File: config.mk
export PLATFORM = sky130hd
export DESIGN_NAME = bcd_display_scanner
export DESIGN_NICKNAME = d
export VERILOG_FILES = /design/src/rtl/bcd_display_scanner_pkg.sv /design/src/rtl/bcd_display_scanner_seg7_encode.sv /design/src/rtl/bcd_display_scanner.sv
export SDC_FILE = /design/constraint.sdc
export NUM_CORES = 1
export LEC_CHECK = 0
export BUFFER_PORTS_ARGS = -buffer_cell sky130_fd_sc_hd__buf_2
export CAP_MARGIN = 10
export CORE_MARGIN = 4
export CORE_UTILIZATION = 45
export DETAILED_ROUTE_END_ITERATION = 10
export GPL_ROUTABILITY_DRIVEN = 0
export GPL_TIMING_DRIVEN = 0
export HOLD_SLACK_MARGIN = 0.12
export PLACE_DENSITY = 0.66
export SETUP_SLACK_MARGIN = 0.2
export SYNTH_ARGS = -nofsm -noshare
export SYNTH_HDL_FRONTEND = slang
export SYNTH_SLANG_ARGS = --single-unit
File: constraint.sdc
create_clock -name clk -period 2.4 [get_ports clk]
set_input_delay 0.48 -clock clk [delete_from_list [all_inputs] [get_ports clk]]
set_output_delay 0.48 -clock clk [all_outputs]
set_load 0.03 [all_outputs]
File: src/rtl/bcd_display_scanner_pkg.sv
// Shared constants and helpers for the four-digit BCD display scanner.
// Segment bits are a..g on 0..6, active low.
package bcd_disp_pkg;

    localparam int NUM_DIGITS = 4;
    localparam int NIB_W      = 4;
    localparam int WORD_W     = NUM_DIGITS * NIB_W;
    localparam int SEG_W      = 7;

    localparam logic [SEG_W-1:0] SEG_OFF  = 7'h7F;
    localparam logic [SEG_W-1:0] SEG_DASH = 7'b0111111;

    localparam logic [SEG_W-1:0] SEG_TABLE [10] = '{
        7'b1000000,  // 0
        7'b1111001,  // 1
        7'b0100100,  // 2
        7'b0110000,  // 3
        7'b0011001,  // 4
        7'b0010010,  // 5
        7'b0000010,  // 6
        7'b1111000,  // 7
        7'b0000000,  // 8
        7'b0010000   // 9
    };

    typedef enum logic {
        HS_EMPTY   = 1'b0,
        HS_PENDING = 1'b1
    } hs_state_t;

    // A digit stays lit if it or any more significant digit is non-zero; digit 0 always lit.
    function automatic logic digit_lit(input logic [WORD_W-1:0] word, input logic [1:0] idx);
        logic lit;
        case (idx)
            2'd0:    lit = 1'b1;
            2'd1:    lit = |word[15:4];
            2'd2:    lit = |word[15:8];
            default: lit = |word[15:12];
        endcase
        return lit;
    endfunction

endpackage

File: src/rtl/bcd_display_scanner_seg7_encode.sv
// Combinational BCD nibble to active-low seven-segment encoder.
// Non-decimal nibbles encode as a dash and raise invalid.
module seg7_encode
    import bcd_disp_pkg::*;
(
    input  logic [NIB_W-1:0] nibble,
    output logic [SEG_W-1:0] seg_n,
    output logic             invalid
);

    always_comb begin
        seg_n   = SEG_DASH;
        invalid = 1'b1;
        if (nibble < 4'd10) begin
            seg_n   = SEG_TABLE[nibble];
            invalid = 1'b0;
        end
    end

endmodule

File: src/rtl/bcd_display_scanner.sv
// Four-digit multiplexed seven-segment scanner with double-buffered BCD input.
// Optional macro LEADING_ZERO_BLANK_EN blanks leading zero digits 3..1.
module bcd_display_scanner
    import bcd_disp_pkg::*;
#(
    parameter int SCAN_DIV = 50000
) (
    input  logic              clk,
    input  logic              rst_n,
    input  logic [WORD_W-1:0] bcd_in,
    input  logic              bcd_valid,
    output logic              bcd_ready,
    input  logic              blank,
    output logic [SEG_W-1:0]  seg_n,
    output logic [3:0]        an_n,
    output logic              dp_n,
    output logic              bcd_err
);

    // state      | meaning
    // HS_EMPTY   | shadow free, bcd_ready high
    // HS_PENDING | shadow holds a word waiting for the frame boundary

    localparam int CNT_W = $clog2(SCAN_DIV);

    logic [CNT_W-1:0]  scan_cnt;
    logic              tick;
    logic [1:0]        digit_idx;
    logic              frame_end;

    hs_state_t         hs_state;
    hs_state_t         hs_next;
    logic              load_shadow;
    logic              promote;

    logic [WORD_W-1:0] active_word;
    logic [WORD_W-1:0] shadow_word;

    logic [NIB_W-1:0]  cur_nib;
    logic [SEG_W-1:0]  enc_seg;
    logic              enc_invalid;
    logic              cur_lit;

    logic [1:0]        slot_idx;
    logic              slot_lit;
    logic [3:0]        an_next;

    always_ff @(posedge clk or negedge rst_n) begin
        if (!rst_n) begin
            scan_cnt  <= '0;
            digit_idx <= 2'd0;
        end else if (tick) begin
            scan_cnt  <= '0;
            digit_idx <= digit_idx + 2'd1;
        end else begin
            scan_cnt  <= scan_cnt + CNT_W'(1);
        end
    end

    assign tick      = (scan_cnt == CNT_W'(SCAN_DIV - 1));
    assign frame_end = tick && (digit_idx == 2'd3);

    always_ff @(posedge clk or negedge rst_n) begin
        if (!rst_n) begin
            hs_state  <= HS_EMPTY;
            bcd_ready <= 1'b1;
        end else begin
            hs_state  <= hs_next;
            bcd_ready <= (hs_next == HS_EMPTY);
        end
    end

    always_comb begin
        hs_next = hs_state;
        case (hs_state)
            HS_EMPTY:   if (bcd_valid) hs_next = HS_PENDING;
            HS_PENDING: if (frame_end) hs_next = HS_EMPTY;
            default:    hs_next = HS_EMPTY;
        endcase
    end

    // A word accepted on the boundary tick itself waits for the following boundary.
    always_comb begin
        load_shadow = (hs_state == HS_EMPTY) && bcd_valid;
        promote     = (hs_state == HS_PENDING) && frame_end;
    end

    always_ff @(posedge clk or negedge rst_n) begin
        if (!rst_n) begin
            shadow_word <= '0;
            active_word <= '0;
        end else begin
            if (load_shadow) shadow_word <= bcd_in;
            if (promote)     active_word <= shadow_word;
        end
    end

    assign cur_nib = active_word[{digit_idx, 2'b00} +: NIB_W];

    seg7_encode u_encode (
        .nibble  (cur_nib),
        .seg_n   (enc_seg),
        .invalid (enc_invalid)
    );

`ifdef LEADING_ZERO_BLANK_EN
    assign cur_lit = digit_lit(active_word, digit_idx);
`else
    assign cur_lit = 1'b1;
`endif

    // Anodes are re-evaluated every cycle so blank acts within one clock mid-slot.
    always_comb begin
        an_next = 4'hF;
        if (!blank) begin
            if (tick) begin
                if (cur_lit) an_next = ~(4'b0001 << digit_idx);
            end else if (slot_lit) begin
                an_next = ~(4'b0001 << slot_idx);
            end
        end
    end

    always_ff @(posedge clk or negedge rst_n) begin
        if (!rst_n) begin
            seg_n    <= SEG_OFF;
            an_n     <= 4'hF;
            dp_n     <= 1'b1;
            bcd_err  <= 1'b0;
            slot_idx <= 2'd0;
            slot_lit <= 1'b0;
        end else begin
            dp_n    <= 1'b1;
            an_n    <= an_next;
            bcd_err <= 1'b0;
            if (tick) begin
                seg_n    <= enc_seg;
                bcd_err  <= enc_invalid && cur_lit && !blank;
                slot_idx <= digit_idx;
                slot_lit <= cur_lit;
            end
        end
    end

endmodule

==> impl_metrics.csv <==
group,metric,value,unit
worst_setup_path,critical_path.max_stage_delay,0.56,ns
die,initial_core_util,46.8,%
global_routing,grt_pass1_wl,9130,um
clocking,path_clk_slew,0.08,ns
power,cellPowerDensity,586,nW/um2
synth,synth.area.top_cells,"dfrtp_1 (46%), dfstp_2 (10%), mux2_2 (10%)",
synth,post-synth-top-area-cell,"dfrtp_1",
hold_path,hold_class,"in -> async",
worst_setup_path,cp.arrival,2.40,ns
worst_setup_path,cp_top_family,"simple AND/OR/NAND/NOR gates",
drt,num_vias,1882,
power,peakVddDrop,0.397,mV
worst_setup_path,path_common_cell,"buf_8",
die,coreArea,6420,um2
sta,timing.final.hold_violations,0,
sta,rsz0062_at_grt,"yes",
synth,synthArstFlopShare,100,%
synth,synthMuxAreaShare,16.7,%
clocking,cts_tree,"built",
drt,drcViolationCount,0,
clocking,cts_buffers,9,
sta,worst_slew_pin_slew,0.827,ns
placement,dp_slack,-0.0147,ns
clocking,numClockSinks,67,
synth,ys_seq_area_share,56.3,%
final_layout,synthToLayoutAreaGrowth,21.1,%
synth,syn_inst,231,
sta,fin_worst_skew,0.0116,ns
sta,slew-limit-headroom,44.9,%
clocking,clock_path_buffers,2,
synth,syn-num-nets,261,
sta,fmax,0.458,GHz
die,fp-row-count,29,
job,drv_cap,0,
die,die_height,89.7,um
worst_setup_path,worstSetupStartpointType,"flip-flop",
worst_setup_path,crit_path_max_fanout,6,
final_layout,fin_nets,316,
synth,synth_compound_area_share,4.58,%
global_routing,grt_pass1_vias,1868,
final_layout,n_fill_cell,554,
die,die_width,89.7,um
clocking,insertion_delay,0.33,ns
synth,synthDistinctLibCells,42,
drt,dr.pass1.iters,4,
sta,finalSetupViolations,0,
synth,synth_top_family_by_area,"multiplexers",
drt,via_per_inst,5.13,
synth,synth_most_common_cell,"dfrtp_1",
power,sw_frac_of_total,21.9,%
drt,drt-initial-drc-count,38,
worst_setup_path,end_kind,"flip-flop",
placement,dpl.hpwl,3470,um
drt,wirelength,5270,um
power,pwr-share-clk,41.6,%
sta,slew_violations,0,
die,die_area,8050,um2
power,p_seq_share,55.2,%
worst_setup_path,worstPathRequired,2.61,ns
synth,synth_area_per_cell,13.0,um2
global_routing,grt_overflow,0,
worst_setup_path,critPathSlowestCell,"or4bb_1",
global_routing,grt.total_usage,14.1,%
synth,synth_commonest_cells,"dfrtp_1 (55), mux2_2 (28), nand2_1 (15)",
global_routing,antenna_found_initial,0,
synth,synthSimpleGateAreaFrac,12.2,%
placement,port_buffers,32,
sta,fin_crit_sh,91.0,%
synth,synthAdderAreaFrac,4.16,%
power,power,0.00214,W
synth,synth_area,3010,um2
die,ios,34,
power,leakage,1.69,nW
synth,synth-edff-count,0,
outcome,outcome,"completed",
worst_setup_path,worstPathCellList,"or4bb_1, nor4_4, and3_4, buf_8, buf_8, mux2_4",
sta,setup_ws,0.216,ns
synth,yosysTopAreaCellShare,45.8,%
worst_setup_path,critPathBufInv,2,
sta,setup_tns,0,ns
power,switching_power,0.000468,W
final_layout,diodes,0,
synth,ys_seq_elements,67,
worst_setup_path,path_class,"reg -> reg",
clocking,root_buffer,"clkbuf_8",
global_routing,grt_max_degree,68,
final_layout,drive_above_1_share,43.1,%
drt,routedWlPerCell,14.4,um
power,comb_power_share,3.3,%
synth,synth_xor_area_share,3.50,%
sta,fin_crit,2.18,ns
drt,ant_nets,0,
clocking,h-tree-depth,3,
power,internal-power,0.00167,W
synth,synth_ff_type,"dfrtp_1",
synth,yosysWarnings,0,
registers in the layout (all words and copies together), names as in the netlist:
register and count:
scan_cnt 16, an_n 4, digit_idx 2, bcd_err 1, slot_idx 2, seg_n 7
slot_lit 1, hs_state 1, active_word 16, bcd_ready 1, shadow_word 16
worst register-to-register path, delay by kind of cell (launching register included):
kind | cells | cell delay, ns
flip-flops | 1 | 0.40
AND/OR/NAND/NOR | 3 | 1.10
multiplexers | 1 | 0.30
buffers and inverters | 2 | 0.26
layer usage:
layer,share of wire (%),GRT usage [%]
met3,4.2,4.17
met4,1.4,6.51
met2,45,21.2
met1,50,18.7
met5,0,0
stage by stage:
step	cells	util [%]	hold slack (ns)	area [um2]
after global placement	340	50.8	0.440	3260
after CTS	360	54.5	0.273	3500
after global routing	367	56.7	0.305	3640
after detailed placement	340	50.8	0.444	3270
after floorplan	231	-	0.184	3010
final	367	56.7	0.245	3640
power by group through the flow:
stage	clock (W)	sequential, W	combinational [W]
floorplan	0	0.00119	0.0000310
global placement	0	0.00120	0.0000695
detailed placement	0	0.00120	0.0000719
CTS	0.000914	0.00118	0.0000720
global route	0.000973	0.00118	0.0000811
finish	0.000888	0.00118	0.0000700
layout make-up:
class | count | area [um2] | share of cell area (%)
Clock inverter | 5 | 55.1 | 1.51
Sequential cell | 67 | 1690 | 46.4
Buffer | 10 | 71.3 | 1.96
Timing Repair Buffer | 44 | 278 | 7.63
Inverter | 5 | 18.8 | 0.515
Clock buffer | 10 | 128 | 3.50
Multi-Input combinational cell | 149 | 1300 | 35.8
Tap cell | 77 | 96.3 | 2.65
final timing paths:
kind	to	slack, ns	cells past startpoint	start
min in group clk	shadow_word[7]	0.37	2	bcd_in[7]
worst max-delay path	active_word[10]	0.22	6	scan_cnt[13]
max in group asynchronous	bcd_err	1.61	1	rst_n
worst max register to register	active_word[10]	0.22	6	scan_cnt[13]
worst min register to register	scan_cnt[0]	0.45	1	scan_cnt[0]
worst min-delay path	shadow_word[0]	0.25	1	rst_n
what timing repair did:
| item | CTS | global route |
|---|---|---|
| pin swaps | 3 | 3 |
| buffers inserted | 5 | 6 |
| gates cloned | 0 | 1 |
| setup endpoints to repair | 22 | 29 |
| hold buffers | 0 | 0 |
| resized for setup | 5 | 24 |
layout by cell type, fill, tap and decap left out, types with 3 or more instances in the layout:
master	n
a21o_1	4
a21oi_1	6
buf_2	31
buf_4	12
clkbuf_1	4
clkbuf_2	3
clkbuf_8	9
dfrtp_1	55
dfstp_2	12
ha_1	10
inv_1	5
mux2_2	22
mux2_4	14
mux2i_1	3
mux4_2	3
nand2_1	15
nand2b_1	5
nand3_1	4
nand4_1	3
nor2_1	13
nor2b_1	3
o22a_1	4
or2_2	4
xnor2_1	3
xor2_1	9
cell families after synthesis:
group / after synthesis
DFF: 67
and+or+nand+nor: 63
muxes: 42
AOI/OAI and AO/OA: 21
buffers and inverters: 15
xor gates and xnor gates: 12
adders and majority gates: 10
other: 1
Note: power is estimated with default switching activity, not from simulation.
